$ cat src/rtl/adc_seg_scan_pkg.sv
// Shared display definitions: glyph table, special segment patterns, converter states.
package adc_seg_scan_pkg;

  localparam logic [7:0] SEG_DASH  = 8'h40;
  localparam logic [7:0] SEG_BLANK = 8'h00;

  typedef enum logic [1:0] {
    CVT_IDLE  = 2'd0,
    CVT_SHIFT = 2'd1,
    CVT_DONE  = 2'd2
  } cvt_state_t;

  // Segment order {dp,g,f,e,d,c,b,a}, active-high; dp never lit.
  function automatic logic [7:0] hex_to_seg(input logic [3:0] nib);
    logic [7:0] s;
    case (nib)
      4'h0: s = 8'h3F;
      4'h1: s = 8'h06;
      4'h2: s = 8'h5B;
      4'h3: s = 8'h4F;
      4'h4: s = 8'h66;
      4'h5: s = 8'h6D;
      4'h6: s = 8'h7D;
      4'h7: s = 8'h07;
      4'h8: s = 8'h7F;
      4'h9: s = 8'h6F;
      4'hA: s = 8'h77;
      4'hB: s = 8'h7C;
      4'hC: s = 8'h39;
      4'hD: s = 8'h5E;
      4'hE: s = 8'h79;
      default: s = 8'h71;
    endcase
    return s;
  endfunction

endpackage

$ cat src/rtl/adc_seg_scan_bin2bcd_seq.sv
// Sequential double-dabble: start -> DATA_W shift cycles -> one done cycle; start is also
// accepted in the done cycle for back-to-back conversions. overflow = value needs > NUM_DIGITS.
module bin2bcd_seq #(
  parameter int DATA_W     = 8,
  parameter int NUM_DIGITS = 4
) (
  input  logic                    clk,
  input  logic                    rst,
  input  logic                    start,
  input  logic [DATA_W-1:0]       bin,
  output logic                    busy,
  output logic                    done,
  output logic [4*NUM_DIGITS-1:0] bcd,
  output logic                    overflow
);
  import adc_seg_scan_pkg::*;

  localparam int BCD_W = 4 * NUM_DIGITS;
  localparam int CNT_W = $clog2(DATA_W + 1);
  localparam logic [CNT_W-1:0] CNT_LAST = CNT_W'(DATA_W - 1);

  cvt_state_t        state;
  logic [DATA_W-1:0] sh_bin;
  logic [BCD_W-1:0]  sh_bcd;
  logic [BCD_W-1:0]  bcd_adj;
  logic [CNT_W-1:0]  cnt;
  logic              ovf;

  always_comb begin
    bcd_adj = sh_bcd;
    for (int i = 0; i < NUM_DIGITS; i++) begin
      if (sh_bcd[4*i +: 4] >= 4'd5) bcd_adj[4*i +: 4] = sh_bcd[4*i +: 4] + 4'd3;
    end
  end

  // A bit leaving the top digit means that digit reached 10 or more: sticky overflow.
  always_ff @(posedge clk) begin
    if (rst) begin
      state  <= CVT_IDLE;
      sh_bin <= '0;
      sh_bcd <= '0;
      cnt    <= '0;
      ovf    <= 1'b0;
      busy   <= 1'b0;
      done   <= 1'b0;
    end else begin
      case (state)
        CVT_IDLE, CVT_DONE: begin
          done <= 1'b0;
          if (start) begin
            state  <= CVT_SHIFT;
            sh_bin <= bin;
            sh_bcd <= '0;
            cnt    <= '0;
            ovf    <= 1'b0;
            busy   <= 1'b1;
          end else begin
            state <= CVT_IDLE;
            busy  <= 1'b0;
          end
        end
        CVT_SHIFT: begin
          sh_bcd <= {bcd_adj[BCD_W-2:0], sh_bin[DATA_W-1]};
          sh_bin <= sh_bin << 1;
          ovf    <= ovf | bcd_adj[BCD_W-1];
          cnt    <= cnt + 1'b1;
          if (cnt == CNT_LAST) begin
            state <= CVT_DONE;
            done  <= 1'b1;
          end
        end
        default: begin
          state <= CVT_IDLE;
          busy  <= 1'b0;
          done  <= 1'b0;
        end
      endcase
    end
  end

  assign bcd      = sh_bcd;
  assign overflow = ovf;

endmodule

$ cat src/rtl/adc_seg_scan.sv
// ADC sample averager feeding a multiplexed 7-segment scanner, hex or decimal display.
// Hex digits load 1 cycle after a request, decimal DATA_W+2 cycles; no backpressure on data_valid.
module adc_seg_scan #(
  parameter int DATA_W     = 8,
  parameter int NUM_DIGITS = 4,
  parameter int AVG_LOG2   = 2,
  parameter int SCAN_DIV   = 50000
) (
  input  logic                  clk,
  input  logic                  rst,
  input  logic [DATA_W-1:0]     data_in,
  input  logic                  data_valid,
  input  logic                  dec_mode,
  input  logic                  blank_en,
  output logic [7:0]            seg,
  output logic [NUM_DIGITS-1:0] dig_sel,
  output logic [DATA_W-1:0]     value_out,
  output logic                  value_stb
);
  import adc_seg_scan_pkg::*;

  localparam int ACC_W = DATA_W + AVG_LOG2;
  localparam int CNT_W = (AVG_LOG2 > 0) ? AVG_LOG2 : 1;
  localparam int BCD_W = 4 * NUM_DIGITS;
  localparam int PRE_W = $clog2(SCAN_DIV);
  localparam int IDX_W = $clog2(NUM_DIGITS);
  localparam logic [CNT_W-1:0] CNT_LAST = CNT_W'((1 << AVG_LOG2) - 1);
  localparam logic [PRE_W-1:0] PRE_LAST = PRE_W'(SCAN_DIV - 1);
  localparam logic [IDX_W-1:0] IDX_LAST = IDX_W'(NUM_DIGITS - 1);

  // ---------------- averager ----------------
  logic [ACC_W-1:0] acc;
  logic [ACC_W-1:0] acc_sum;
  logic [CNT_W-1:0] smp_cnt;

  assign acc_sum = acc + ACC_W'(data_in);

  // With AVG_LOG2 = 0 the count stays at 0, so every sample completes a group.
  always_ff @(posedge clk) begin
    if (rst) begin
      acc       <= '0;
      smp_cnt   <= '0;
      value_out <= '0;
      value_stb <= 1'b0;
    end else begin
      value_stb <= 1'b0;
      if (data_valid) begin
        if (smp_cnt == CNT_LAST) begin
          value_out <= DATA_W'(acc_sum >> AVG_LOG2);
          value_stb <= 1'b1;
          acc       <= '0;
          smp_cnt   <= '0;
        end else begin
          acc     <= acc_sum;
          smp_cnt <= smp_cnt + 1'b1;
        end
      end
    end
  end

  // ---------------- request / conversion ----------------
  logic             dec_mode_q;
  logic             req, dec_req, hex_req;
  logic             pending;
  logic             cvt_start, cvt_busy, cvt_done, cvt_ovf;
  logic [BCD_W-1:0] cvt_bcd;
  logic [BCD_W-1:0] dig_reg;
  logic             dig_dash;

  assign req     = value_stb | (dec_mode ^ dec_mode_q);
  assign dec_req = req & dec_mode;
  assign hex_req = req & ~dec_mode;
  // The done cycle doubles as a restart slot so a pending value never waits an idle cycle.
  assign cvt_start = (dec_req & ~cvt_busy) | (cvt_done & (pending | dec_req));

  bin2bcd_seq #(
    .DATA_W    (DATA_W),
    .NUM_DIGITS(NUM_DIGITS)
  ) u_cvt (
    .clk     (clk),
    .rst     (rst),
    .start   (cvt_start),
    .bin     (value_out),
    .busy    (cvt_busy),
    .done    (cvt_done),
    .bcd     (cvt_bcd),
    .overflow(cvt_ovf)
  );

  always_ff @(posedge clk) begin
    if (rst) begin
      dec_mode_q <= 1'b0;
      pending    <= 1'b0;
      dig_reg    <= '0;
      dig_dash   <= 1'b0;
    end else begin
      dec_mode_q <= dec_mode;
      if (cvt_start || hex_req) pending <= 1'b0;
      else if (dec_req)         pending <= 1'b1;
      // A conversion finishing after a switch to hex must not overwrite the hex digits.
      if (hex_req) begin
        dig_reg  <= BCD_W'(value_out);
        dig_dash <= 1'b0;
      end else if (cvt_done && dec_mode) begin
        dig_reg  <= cvt_bcd;
        dig_dash <= cvt_ovf;
      end
    end
  end

  // ---------------- scan ----------------
  logic [PRE_W-1:0] pre;
  logic [IDX_W-1:0] idx, idx_nxt;
  logic [3:0]       nib;
  logic [BCD_W-1:0] upper;
  logic [7:0]       seg_nxt;

  always_comb begin
    idx_nxt = idx;
    if (pre == PRE_LAST) idx_nxt = (idx == IDX_LAST) ? '0 : idx + 1'b1;
  end

  // Segments are computed for the slot being entered so seg and dig_sel move together.
  always_comb begin
    nib   = dig_reg[4*idx_nxt +: 4];
    upper = dig_reg >> (4*idx_nxt);
    if (dig_dash)
      seg_nxt = SEG_DASH;
    else if (blank_en && (idx_nxt != '0) && (upper == '0))
      seg_nxt = SEG_BLANK;
    else
      seg_nxt = hex_to_seg(nib);
  end

  always_ff @(posedge clk) begin
    if (rst) begin
      pre     <= '0;
      idx     <= '0;
      dig_sel <= NUM_DIGITS'(1);
      seg     <= hex_to_seg(4'h0);
    end else begin
      pre     <= (pre == PRE_LAST) ? '0 : pre + 1'b1;
      idx     <= idx_nxt;
      dig_sel <= NUM_DIGITS'(1) << idx_nxt;
      seg     <= seg_nxt;
    end
  end

endmodule

$ cat config.mk
export PLATFORM = sky130hd
export DESIGN_NAME = adc_seg_scan
export DESIGN_NICKNAME = d
export VERILOG_FILES = /design/src/rtl/adc_seg_scan_pkg.sv /design/src/rtl/adc_seg_scan_bin2bcd_seq.sv /design/src/rtl/adc_seg_scan.sv
export SDC_FILE = /design/constraint.sdc
export NUM_CORES = 1
export LEC_CHECK = 0
export BUFFER_PORTS_ARGS = -buffer_cell sky130_fd_sc_hd__clkbuf_2
export CORE_ASPECT_RATIO = 1.25
export CORE_MARGIN = 5
export CORE_UTILIZATION = 55
export CTS_CLUSTER_SIZE = 30
export DETAILED_ROUTE_END_ITERATION = 10
export PLACE_DENSITY = 0.83
export SYNTH_ARGS = -nofsm -noshare
export SYNTH_HDL_FRONTEND = slang
export SYNTH_HIERARCHICAL = 1
export SYNTH_SLANG_ARGS = --single-unit
$ cat constraint.sdc
create_clock -name clk -period 3.4 [get_ports clk]
set_clock_uncertainty 0.15 [all_clocks]
set_input_delay 0.68 -clock clk [delete_from_list [all_inputs] [get_ports clk]]
set_output_delay 0.68 -clock clk [all_outputs]
set_load 0.02 [all_outputs]
== Word-level counts from Yosys, hierarchy flattened ==
Memories as Yosys holds them, arrays and structs flattened.
Index checks and enable logic that the tools add are counted.

* Register bits: 103
* Bits in latches: 0
* Bits in writable memories: 0
* Memory bits (read-only): 112
* Input port bits: 13
* Output and inout port bits: 21
* Memories kept: 1

* Add/sub/neg operators: 9
* Multipliers: 0
* Div/mod/pow operators: 0
* Magnitude comparators: 4
* Eq/ne operators: 8
* Shifts and indexed selects: 3
* Multiplexer cells: 26
* Bitwise logic cells: 13
* Reduce and logical (&&, ||, !) cells: 18

{| class="wikitable"
|+ Memory list
! name !! depth !! bits a word !! read ports !! clocked after Yosys merged registers in !! write ports !! line !! source
|-
| (no name shown) || 16 || 7 || 1 || 0 || 0 || adc_seg_scan_pkg.sv:16 || <nowiki>case (nib)</nowiki>
|}

{| class="wikitable"
|+ Operators with widths
! kind !! number
|-
| $pmux W16 S2 || 1
|-
| $mux W8 || 3
|-
| $mux W4 || 5
|-
| $add A16 B1 Y16 const B || 1
|-
| $add A4 B2 Y4 const B || 4
|-
| $eq A16 B16 Y1 const B || 1
|-
| $ge A4 B3 Y1 const B || 4
|-
| $logic_not A16 Y1 || 1
|-
| $mux W16 || 1
|-
| $pmux W8 S2 || 1
|-
| $shiftx A16 B5 Y4 || 1
|-
| $shr A16 B4 Y16 || 1
|-
| $mux W7 || 2
|-
| $reduce_or A2 Y1 || 6
|-
| $add A10 B8 Y10 || 1
|-
| $mux W10 || 1
|-
| $mux W2 || 4
|-
| $pmux W4 S2 || 1
|-
| $eq A2 B2 Y1 const B || 3
|-
| $reduce_bool A2 Y1 || 3
|-
| $add A2 B1 Y2 const B || 2
|-
| $add A4 B1 Y4 const B || 1
|-
| $and A1 B1 Y1 || 4
|-
| $eq A4 B3 Y1 const B || 1
|-
| 15 further kinds || 28
|}

== Longest topological paths before layout ==
Gate-level depths: netlist of run 1.

* Word-level depth: 8
* Mapped depth: 13

== By module ==
The synthesis of run 1 kept the hierarchy.

{| class="wikitable"
|+ Modules (own cells, without submodules)
! module !! times used !! cells an instance !! area each (um^2)
|-
| adc_seg_scan || 1 || 392 || 3,395.8
|-
| bin2bcd_seq || 1 || 187 || 1,597.8
|}

== Worst setup path before layout of run 1 ==
Ideal clock, no wire load.

* Kind: register -> register
* Start: register pre[0]
* End: register seg[6]
* Arrival: 2.752 ns
* Required time: 3.192 ns
* Setup slack: 0.439 ns
* Cell stages (with the launch flop): 14
* Clock period less this slack: 2.961 ns
* Path through: dfxtp_1 > ha_1 > and3_4 > and4_1 > buf_6 > mux2_4 > buf_12 > mux2_2 > mux2i_4 > inv_2 > ha_1 > mux2_2 > a22oi_1 > o21a_1

* Longest elaborated chain between the ends: 7
* Elaborated cells between the ends (all ways): 11

{| class="wikitable"
|+ RTL lines
! item !! line !! source
|-
| from (decl) || adc_seg_scan.sv:112 || <nowiki>logic [PRE_W-1:0] pre;</nowiki>
|-
| from (signal assigned) || adc_seg_scan.sv:142 || <nowiki>pre <= (pre == PRE_LAST) ? '0 : pre + 1'b1;</nowiki>
|-
| $eq A16 B16 Y1 * || adc_seg_scan.sv:120 || <nowiki>if (pre == PRE_LAST) idx_nxt = (idx == IDX_LAST) ? '0 : idx + 1'b1;</nowiki>
|-
| $mux W2 * || adc_seg_scan.sv:120 ||
|-
| branches (longest 3 deep; another with $mem_v2 Z16 W7) || n/a ||
|-
| $mux W7 * || adc_seg_scan.sv:129 || <nowiki>else if (blank_en && (idx_nxt != '0) && (upper == '0))</nowiki>
|-
| $mux W7 * || adc_seg_scan.sv:127 || <nowiki>if (dig_dash)</nowiki>
|-
| to (signal assigned) || adc_seg_scan.sv:140 || <nowiki>seg <= hex_to_seg(4'h0);</nowiki>
|-
| to (signal assigned) || adc_seg_scan.sv:145 || <nowiki>seg <= seg_nxt;</nowiki>
|-
| to (decl) || adc_seg_scan.sv:15 || <nowiki>output logic [7:0] seg,</nowiki>
|}

Every way passes the cells marked *.
A chain may end at the register's enable or synchronous reset.

== Worst setup path after layout of run 1 ==
Ends and elaborated chain as after synthesis.

==> summary.md, run 1 <==
| Metric | Value |
|---|---|
| Drt total wl | 10700 um |
| Worst-path cell with the longest stage delay | mux2_4 |
| Die area | 11100 sq um |
| Hold buffer count at cts | 0 |
| Worst-skew pair later-pin latency | 0.34 ns |
| Met2 Usage GRT | 0.351 |
| First-pass GRT wire length | 18500 um |
| CP Class | reg -> reg |
| Crit path DAT | 3.31 ns |
| CP max stage delay | 0.40 ns |
| Total track usage | 0.206 |
| Combinational share of power | 0.092 |
| FF-to-FF End | seg[6] |
| Starting density of the core | 0.553 |
| Post-Syn Area per Cell | 8.62 sq um |
| Crit share post-route | 0.934 |
| Leading cell types in the layout, fill and taps excluded | 102 x dfxtp_1, 62 x nand2_1, 59 x a21oi_1 |
| GRT Max-Usage Layer | met2 |
| Gate Count Post-Synth | 579 |
| IO Pins | 34 |
| Crit path launch type | register |
| CP Max Fanout | 10 |
| Seq pwr share | 0.528 |
| Detail Route Antenna Nets | 0 |
| Slew Limit Fails | 0 |
| Post-synth EDFFs | 0 |
| Sw Ratio | 0.243 |
| Vias in the first global route | 4046 |
| CTS buffer count | 9 |
| Placement-stage worst setup slack | 0.247 ns |
| Rel. slew slack | 0.567 |
| Antenna violations before repair | 0 |
| Setup violators final | 0 |
| Layout cell share with drive strength beyond 1 | 0.117 |
| Post-Syn Area | 4990 sq um |
| Htree depth | 3 |
| Largest net degree at the start of global routing | 50 |
| CP required | 3.53 ns |
| Setup crit start | pre[0] |
| DR vias | 4162 |
| Setup crit end kind | register |
| Sink Count | 102 |
| DR DRC count | 0 |
| CTS tree | built |
| Grt met3 use | 0.0490 |
| Count of cell types in the netlist | 65 |
| Fin Setup TNS | 0 ns |
| Core area | 9030 sq um |
| Die W | 95.2 um |
| Leak pwr | 2.08 nW |
| Post-CTS resize count | 0 |
| CTS root buf | clkbuf_16 |
| Number of cell rows | 39 |
| Commonest non-fill, non-tap cell in the layout | dfxtp_1 |
| Max-cap viol count | 0 |
| Worst-margin pin slew | 0.645 ns |
| R2R Setup Slk | 0.22 ns |
| Outcome | completed |
| Power share of the clock group | 0.380 |
| Min-delay src | pre[0] |
| Overflow after GRT | 0 |
| Via-per-instance ratio | 5.76 |
| VDD IR max | 0.227 mV |
| Inserted Diodes | 0 |
| Post-CTS Repair Setup Buffers | 0 |
| Fin nets | 635 |
| RD Place Congestion | 0.905 |
| Worst-path clk slew | 0.06 ns |
| Layout fillers | 742 |
| RSZ-0062 raised after global routing | no |
| Yosys reg bits | 102 |
| Internal power | 1.78 mW |
| Fmax | 315 MHz |
| Critical-path cell list | ha_1 -> and3_4 -> and4_1 -> mux2_4 -> mux2_2 -> mux2i_4 -> inv_2 -> ha_1 -> mux2_2 -> a22oi_1 -> o21a_1 |
| Setup ws final | 0.225 ns |
| Min cycle time layout | 3.18 ns |
| PwrDens | 430 nW/um^2 |
| Post-Syn Nets | 616 |
| Buf+Inv Stages, Crit Path | 1 |
| Register area share after synthesis | 0.409 |
| FFs w/ async S/R, synth | 0 |
| Ys Warns | 6 |
| RR Startpoint | pre[0] |
| Grt met1 use | 0.252 |
| Drt pass-1 iters | 5 |
| Routed len/inst | 14.9 um |
| Critical Path Stages | 11 |
| Hpwl dp | 7660 um |
| Final Hold Viols | 0 |
| DR iter-0 viols | 255 |
| Die height | 117 um |
| Switching power | 569 uW |
| Crit path max-delay family | multiplexers |
| Area Growth Syn to Fin | 9.10% |
| Buffers on Ports | 32 |
| Worst hold slack | 0.301 ns |
| End point of the critical path | seg[6] |
| Clock buffer depth | 2 |
| Cells on worst reg2reg path | 11 |
| Hold Path Class | reg -> reg |
| Post-synth top flop | dfxtp_1 |
==> per-layer routing <==
| metal | share of wire | wire length, um |
|---|---|---|
| met2 | 0.51 | 5510 |
| met5 | 0 | 0 |
| met4 | 0.014 | 152 |
| met3 | 0.049 | 531 |
| met1 | 0.42 | 4550 |
==> synth_stat cells, drive strengths merged, types with 6 or more instances <==
cell,number,area [sq um]
nand2,62,233
nor2,56,220
xor2,6,52.6
o21ai,27,135
and3,12,80.1
nor3,20,100
or3,6,37.5
clkbuf,14,52.6
a22oi,20,155
dfxtp,102,2040
nand2b,9,56.3
nand3,14,70.1
ha,23,288
mux2,12,139
nor2b,9,56.3
mux2i,20,241
xnor2,12,105
inv,25,93.8
a21oi,59,295
buf,16,109
==> worst reg2reg max path, delay by kind of cell, from the launching register on <==
family | cells | cell delay, ns
AND/OR/NAND/NOR | 2 | 0.50
multiplexers | 4 | 1.28
AO/OA/AOI/OAI | 2 | 0.30
adder cells (fa/ha/maj) | 2 | 0.44
flip-flops | 1 | 0.35
buffers and inverters | 1 | 0.10
==> power by group through the flow <==
stage               clock [mW]  combinational (mW)  sequential, mW
floorplan                    0               0.168            1.26
global route             0.962               0.241            1.24
finish                   0.890               0.216            1.24
CTS                      0.900               0.213            1.24
global placement             0               0.204            1.26
detailed placement           0               0.212            1.26
==> worst min-delay path by stage <==
stage | to | cells after the start
finish | pre[0] | 1
global route | u_cvt/sh_bin[7] | 2
CTS | pre[0] | 1
detailed placement | pre[0] | 1
global placement | pre[0] | 1
floorplan | pre[0] | 1
==> layout make-up <==
cell class	instances	area (sq um)	area share
well taps	123	154	0.0282
flip-flops and latches	102	2040	0.375
clock buffers	10	229	0.0420
inverters	26	97.6	0.0179
clock inverters	3	15.0	0.00276
repair buffers	38	218	0.0400
multi-input cells	421	2690	0.494
==> kinds of logic (layout without fill, tap and decap cells) <==
kind of cell / count (synthesis) / after routing / synth area share
AO/OA/AOI/OAI: 136 / 136 / 0.166
flip-flops: 102 / 102 / 0.409
XOR/XNOR: 18 / 18 / 0.0316
buffers and inverters: 56 / 77 / 0.0519
other: 1 / 1 / 0.000751
AND/OR/NAND/NOR: 210 / 210 / 0.203
multiplexers: 32 / 32 / 0.0762
adder cells (fa/ha/maj): 24 / 24 / 0.0616
==> metrics by stage <==
stage	instances	power [mW]	utilization	instance area (sq um)
after detailed placement	710	1.48	0.576	5200
final	723	2.34	0.603	5450
after global placement	710	1.47	0.576	5200
after CTS	723	2.35	0.603	5450
after floorplan	579	1.43	-	4990
after global routing	723	2.44	0.603	5450
No activity file was read; power rests on OpenSTA's default activity.
==> run 2: changes to the inputs <==
==> constraint.sdc (replaced) <==
create_clock -name clk -period 3.4 [get_ports clk]
set_clock_uncertainty 0.15 [all_clocks]
set_input_delay 0.34 -clock clk [delete_from_list [all_inputs] [get_ports clk]]
set_output_delay 0.34 -clock clk [all_outputs]
set_load 0.02 [all_outputs]
==> run 2 against run 1 <==
  * Cell area grew 1.0%
  * Sequential share of layout area decreased by 0.38 points
  * Critical path depth is the same
  * Clock power increased by 22%
  * Wire length rose by 1.2%
  * Register-to-register slack lost 0.07 ns
  * Non-clock buffer count down 2
  * Flip-flop and latch count did not move
  * Maximum frequency is 2.2% lower
  * First-iteration DRC count rose by 9.8%
  * Global-route usage increased by 0.34 points
  * Utilization rose by 0.61 points
  * Critical endpoint unchanged
  * Largest power group unchanged
==> summary.md, run 2 (same netlist as run 1, synthesis figures left out) <==
| Metric | Value |
|---|---|
| Outcome | completed (unchanged) |
| CTS root buf | clkbuf_16 (unchanged) |
| Post-placement cell area | 5190 sq um (was 5200 sq um) |
| Number of cell rows | 39 (unchanged) |
| Switching power | 601 uW (was 569 uW) |
| Rel. slew slack | 0.553 (was 0.567) |
| CP required | 3.54 ns (was 3.53 ns) |
| RR Startpoint | pre[0] (unchanged) |
| Post-CTS Repair Setup Buffers | 0 (unchanged) |
| Cells on worst reg2reg path | 11 (unchanged) |
| Layout cell share with drive strength beyond 1 | 0.116 (was 0.117) |
| Inserted Diodes | 0 (unchanged) |
| CP Class | reg -> reg (unchanged) |
| Internal power | 1.94 mW (was 1.78 mW) |
| Detail Route Antenna Nets | 0 (unchanged) |
| Hpwl dp | 7560 um (was 7660 um) |
| Fin Setup TNS | 0 ns (unchanged) |
| Htree depth | 3 (unchanged) |
| Setup crit end kind | register (unchanged) |
| RD Place Congestion | 0.930 (was 0.905) |
| R2R Setup Slk | 0.15 ns (was 0.22 ns) |
| Combinational share of power | 0.084 (was 0.092) |
| Post-CTS resize count | 0 (unchanged) |
| Power share of the clock group | 0.428 (was 0.380) |
| Crit share post-route | 0.955 (was 0.934) |
| Drt total wl | 10900 um (was 10700 um) |
| RSZ-0062 raised after global routing | no (unchanged) |
| Worst-margin pin slew | 0.666 ns (was 0.645 ns) |
| Clock buffer depth | 2 (unchanged) |
| PwrDens | 462 nW/um^2 (was 430 nW/um^2) |
| DR iter-0 viols | 280 (was 255) |
| Sink Count | 102 (unchanged) |
| CP Max Fanout | 10 (unchanged) |
| Hold Path Class | in -> reg (was reg -> reg) |
| Total track usage | 0.209 (was 0.206) |
| Post-route cell area | 5500 sq um (was 5450 sq um) |
| Setup violators final | 0 (unchanged) |
| Vias in the first global route | 4063 (was 4046) |
| Area Growth Syn to Fin | 10.2% (was 9.10%) |
| Hold buffer count at cts | 0 (unchanged) |
| CTS tree | built (unchanged) |
| Die W | 95.2 um (unchanged) |
| Core area | 9030 sq um (unchanged) |
| Final Hold Viols | 0 (unchanged) |
| Crit path DAT | 3.39 ns (was 3.31 ns) |
| Hold depth | 2 (was 1) |
| Largest net degree at the start of global routing | 67 (was 50) |
| Commonest non-fill, non-tap cell in the layout | dfxtp_1 (unchanged) |
| Drt pass-1 iters | 5 (unchanged) |
| Fmax | 308 MHz (was 315 MHz) |
| Worst-path clk slew | 0.07 ns (was 0.06 ns) |
| FF-to-FF End | seg[6] (unchanged) |
| VDD IR max | 0.243 mV (was 0.227 mV) |
| Setup crit start | pre[0] (unchanged) |
| Slew Limit Fails | 0 (unchanged) |
| Routed len/inst | 15.0 um (was 14.9 um) |
| Sw Ratio | 0.236 (was 0.243) |
| Leading cell types in the layout, fill and taps excluded | 102 x dfxtp_1, 62 x nand2_1, 59 x a21oi_1 (unchanged) |
| Seq pwr share | 0.487 (was 0.528) |
| Antenna violations before repair | 0 (unchanged) |
| Die height | 117 um (unchanged) |
| Leak pwr | 2.10 nW (was 2.08 nW) |
| CTS buffer count | 9 (unchanged) |
| Starting density of the core | 0.553 (unchanged) |
| Max-cap viol count | 0 (unchanged) |
| Via-per-instance ratio | 5.75 (was 5.76) |
| IO Pins | 34 (unchanged) |
| Buffers on Ports | 32 (unchanged) |
| DR DRC count | 0 (unchanged) |
| Crit path launch type | register (unchanged) |
| Min cycle time layout | 3.25 ns (was 3.18 ns) |
| Overflow after GRT | 0 (unchanged) |
| First-pass GRT wire length | 18500 um (about the same) |
| Fin nets | 633 (was 635) |
| End point of the critical path | seg[6] (unchanged) |
| Die area | 11100 sq um (unchanged) |
| Worst-skew pair later-pin latency | 0.35 ns (was 0.34 ns) |
| DR vias | 4165 (was 4162) |
==> run 2: cell types whose count changed in the layout (fill, tap and decap cells not counted) <==
cell | before | now
buf_4 | 5 | 3
bufinv_16 | 0 | 2
clkbuf_1 | 1 | 2
clkinv_2 | 3 | 1
clkinvlp_4 | 0 | 1
inv_6 | 0 | 1
==> run 2: critical path: stages (launching register included) <==
cell and delay [ns]:
dfxtp_1 0.37, ha_1 0.21, and3_4 0.21, and4_1 0.31
mux2_4 0.40, mux2_2 0.32, mux2i_4 0.28, inv_2 0.10
ha_1 0.25, mux2_2 0.27, a22oi_1 0.16, o21a_1 0.15
==> run 2: cell type report <==
type	count	area (sq um)
inverter	26	97.6
tap	123	154
clock buffer	11	233
timing repair buffer	36	203
fill	758	3520
sequential	102	2040
clock inverter	5	81.3
multi-input combinational	421	2690
==> run 2: worst min-delay path by stage <==
stage	endpoint	from
final	dec_mode_q	dec_mode
after floorplan	pre[0]	pre[0]
after CTS	dec_mode_q	dec_mode
after global routing	dec_mode_q	dec_mode
after detailed placement	dig_reg[5]	dig_reg[5]
after global placement	pre[0]	pre[0]
==> run 2: power groups by stage <==
stage / sequential, mW / clock [mW] / combinational, mW
6_report: 1.24 / 1.09 / 0.215
5_1_grt: 1.24 / 1.16 / 0.239
4_1_cts: 1.24 / 1.11 / 0.213
3_5_place_dp: 1.27 / 0 / 0.211
3_3_place_gp: 1.26 / 0 / 0.202
2_1_floorplan: 1.26 / 0 / 0.168
==> run 2: metal layers <==
layer	global-route usage	routed length [um]	up-vias
li1	-	-	2068
met1	0.253	4660	1981
met2	0.359	5520	98
met3	0.0296	412	18
met4	0.110	279	0
met5	0	0	-
==> run 2: metrics by stage <==
| step | util | power, mW | hold slack, ns | instances | setup slack (ns) |
|---|---|---|---|---|---|
| floorplan | - | 1.43 | 0.263 | 579 | 0.439 |
| global placement | 0.575 | 1.47 | 0.272 | 708 | 0.397 |
| detailed placement | 0.575 | 1.48 | 0.297 | 708 | 0.247 |
| CTS | 0.610 | 2.56 | 0.119 | 724 | 0.186 |
| global route | 0.610 | 2.64 | 0.147 | 724 | 0.0409 |
| finish | 0.610 | 2.54 | 0.131 | 724 | 0.154 |
==> run 3: changes to the inputs <==
--- a/config.mk
+++ b/config.mk
@@ -12,6 +12,7 @@
 export CTS_CLUSTER_SIZE = 30
 export DETAILED_ROUTE_END_ITERATION = 10
 export PLACE_DENSITY = 0.83
+export SLEW_MARGIN = 20
 export SYNTH_ARGS = -nofsm -noshare
 export SYNTH_HDL_FRONTEND = slang
 export SYNTH_HIERARCHICAL = 1
==> constraint.sdc (replaced) <==
create_clock -name clk -period 3.2 [get_ports clk]
set_clock_uncertainty 0.15 [all_clocks]
set_input_delay 0.32 -clock clk [delete_from_list [all_inputs] [get_ports clk]]
set_output_delay 0.32 -clock clk [all_outputs]
set_load 0.02 [all_outputs]
==> run 3 against run 2 <==
  * First-iteration DRC count is 20% lower
  * Critical path depth is 1 lower
  * Power is 3.4% higher
  * Sequential power is 6% higher
  * Sequential share of layout area is 0.076 points lower
  * Worst hold slack worse by 0.0053 ns
  * Worst setup slack better by 0.00082 ns
  * Register-to-register slack hardly changed
  * Critical path type unchanged
  * Highest routed layer unchanged
==> summary.md, run 3 (same netlist as run 1, synthesis figures left out) <==
| Metric | Value |
|---|---|
| Commonest non-fill, non-tap cell in the layout | dfxtp_1 (unchanged) |
| Drt pass-1 iters | 5 (unchanged) |
| DR iter-0 viols | 225 (was 280) |
| Placement-stage worst setup slack | 0.201 ns (was 0.247 ns) |
| Setup crit end kind | register (unchanged) |
| VDD IR max | 0.304 mV (was 0.243 mV) |
| Final Hold Viols | 0 (unchanged) |
| Via-per-instance ratio | 5.65 (was 5.75) |
| Die area | 11100 sq um (unchanged) |
| Fin nets | 636 (was 633) |
| Sink Count | 102 (unchanged) |
| Layout cell share with drive strength beyond 1 | 0.121 (was 0.116) |
| Post-CTS Repair Setup Buffers | 0 (unchanged) |
| Hold buffer count at cts | 0 (unchanged) |
| Htree depth | 3 (unchanged) |
| Final Util | 0.611 (was 0.610) |
| PwrDens | 477 nW/um^2 (was 462 nW/um^2) |
| Worst-skew pair later-pin latency | 0.34 ns (was 0.35 ns) |
| Starting density of the core | 0.553 (unchanged) |
| Routed len/inst | 14.4 um (was 15.0 um) |
| CTS buffer count | 9 (unchanged) |
| Hpwl dp | 7530 um (was 7560 um) |
| CP Max Fanout | 11 (was 10) |
| Buffers on Ports | 32 (unchanged) |
| Register Area | 2040 sq um (unchanged) |
| DR vias | 4111 (was 4165) |
| Fmax | 328 MHz (was 308 MHz) |
| Antenna violations before repair | 0 (unchanged) |
| Largest net degree at the start of global routing | 46 (was 67) |
| Worst-path cell with the longest stage delay | and4_1 (was mux2_4) |
| Min cycle time layout | 3.04 ns (was 3.25 ns) |
| Crit path DAT | 3.17 ns (was 3.39 ns) |
| Worst-path clk slew | 0.06 ns (was 0.07 ns) |
| Die W | 95.2 um (unchanged) |
| First-pass GRT wire length | 17500 um (was 18500 um) |
| CP Class | reg -> reg (unchanged) |
| Critical-path cell list | nor4b_1 -> and4_1 -> mux2i_1 -> buf_12 -> mux2i_2 -> inv_2 -> ha_1 -> mux2_2 -> a22oi_1 -> o21a_1 (was ha_1 -> and3_4 -> and4_1 -> mux2_4 -> mux2_2 -> mux2i_4 -> inv_2 -> ha_1 -> mux2_2 -> a22oi_1 -> o21a_1) |
| Overflow after GRT | 0 (unchanged) |
| Worst-margin pin slew | 0.662 ns (was 0.666 ns) |
| Max-cap viol count | 0 (unchanged) |
| Crit path launch type | register (unchanged) |
| Leading cell types in the layout, fill and taps excluded | 102 x dfxtp_1, 62 x nand2_1, 59 x a21oi_1 (unchanged) |
| Leak pwr | 2.11 nW (was 2.10 nW) |
| CP max stage delay | 0.37 ns (was 0.40 ns) |
| IO Pins | 34 (unchanged) |
| Setup ws final | 0.155 ns (was 0.154 ns) |
| Setup violators final | 0 (unchanged) |
| RSZ-0062 raised after global routing | no (unchanged) |
| Fin Setup TNS | 0 ns (unchanged) |
| DR DRC count | 0 (unchanged) |
| Inserted Diodes | 0 (unchanged) |
| Clock buffer depth | 2 (unchanged) |
| Area Growth Syn to Fin | 10.4% (was 10.2%) |
| CP required | 3.33 ns (was 3.54 ns) |
| Core area | 9030 sq um (unchanged) |
| Drt total wl | 10400 um (was 10900 um) |
| Post-CTS resize count | 0 (unchanged) |
| CTS tree | built (unchanged) |
| Slew Limit Fails | 0 (unchanged) |
| Rel. slew slack | 0.556 (was 0.553) |
| Multi-input gate area | 2690 sq um (unchanged) |
| Detail Route Antenna Nets | 0 (unchanged) |
| Layout fillers | 756 (was 758) |
| CTS root buf | clkbuf_16 (unchanged) |
| Outcome | completed (unchanged) |
| Die height | 117 um (unchanged) |
| Hold Path Class | in -> reg (unchanged) |
| Number of cell rows | 39 (unchanged) |
| Vias in the first global route | 3874 (was 4063) |
| Crit share post-route | 0.951 (was 0.955) |
| RD Place Congestion | 0.930 (unchanged) |
| Total track usage | 0.199 (was 0.209) |
[run 3: cell types whose count changed in the layout (fill, tap and decap cells not counted), sizes merged]
cell,delta
clkbuf,+2
inv,-1
buf,+3
bufinv,-1
[run 3: area by class of cell]
cell class,instances,area share
Inverter,26,0.0177
Clock buffer,13,0.0472
Tap cell,123,0.0279
Multi-Input combinational cell,421,0.488
Timing Repair Buffer,39,0.0408
Clock inverter,3,0.00771
Sequential cell,102,0.370
[run 3: per-stage QoR]
step                total power [mW]  std cells  area, sq um  hold WS (ns)
detailed placement              1.56        711         5210         0.284
CTS                             2.65        727         5510         0.120
floorplan                       1.52        579         4990         0.263
finish                          2.63        727         5510         0.126
global placement                1.56        711         5210         0.272
global route                    2.74        727         5510         0.131
[run 3: report_power, final]
group / switching [mW] / internal, mW
Clock: 0.439 / 0.648
Combinational: 0.146 / 0.0802
Sequential: 0.0199 / 1.30
[run 3: per-layer routing]
layer | vias to the layer above | GRT usage | wire (um)
met5 | - | 0 | 0
met4 | 0 | 0.0905 | 262
met3 | 23 | 0.0399 | 415
met2 | 78 | 0.356 | 5340
met1 | 1935 | 0.225 | 4430
li1 | 2075 | - | -
[run 3: path summary, 6_finish.rpt]
| check | to | slack [ns] | start | depth (start not counted) |
|---|---|---|---|---|
| min | dec_mode_q | 0.13 | dec_mode | 2 |
| max reg2reg | seg[6] | 0.16 | pre[5] | 10 |
| max | seg[6] | 0.16 | pre[5] | 10 |
| min reg2reg | pre[0] | 0.30 | pre[0] | 1 |
[run 3: critical path: cells and delay by family (launching register included)]
kind                       cells  cell delay, ns
and+or+nand+nor                2            0.73
DFF                            1            0.35
adders and majority gates      1            0.22
muxes                          3            0.93
AOI/OAI and AO/OA              2            0.27
buffers and inverters          2            0.32
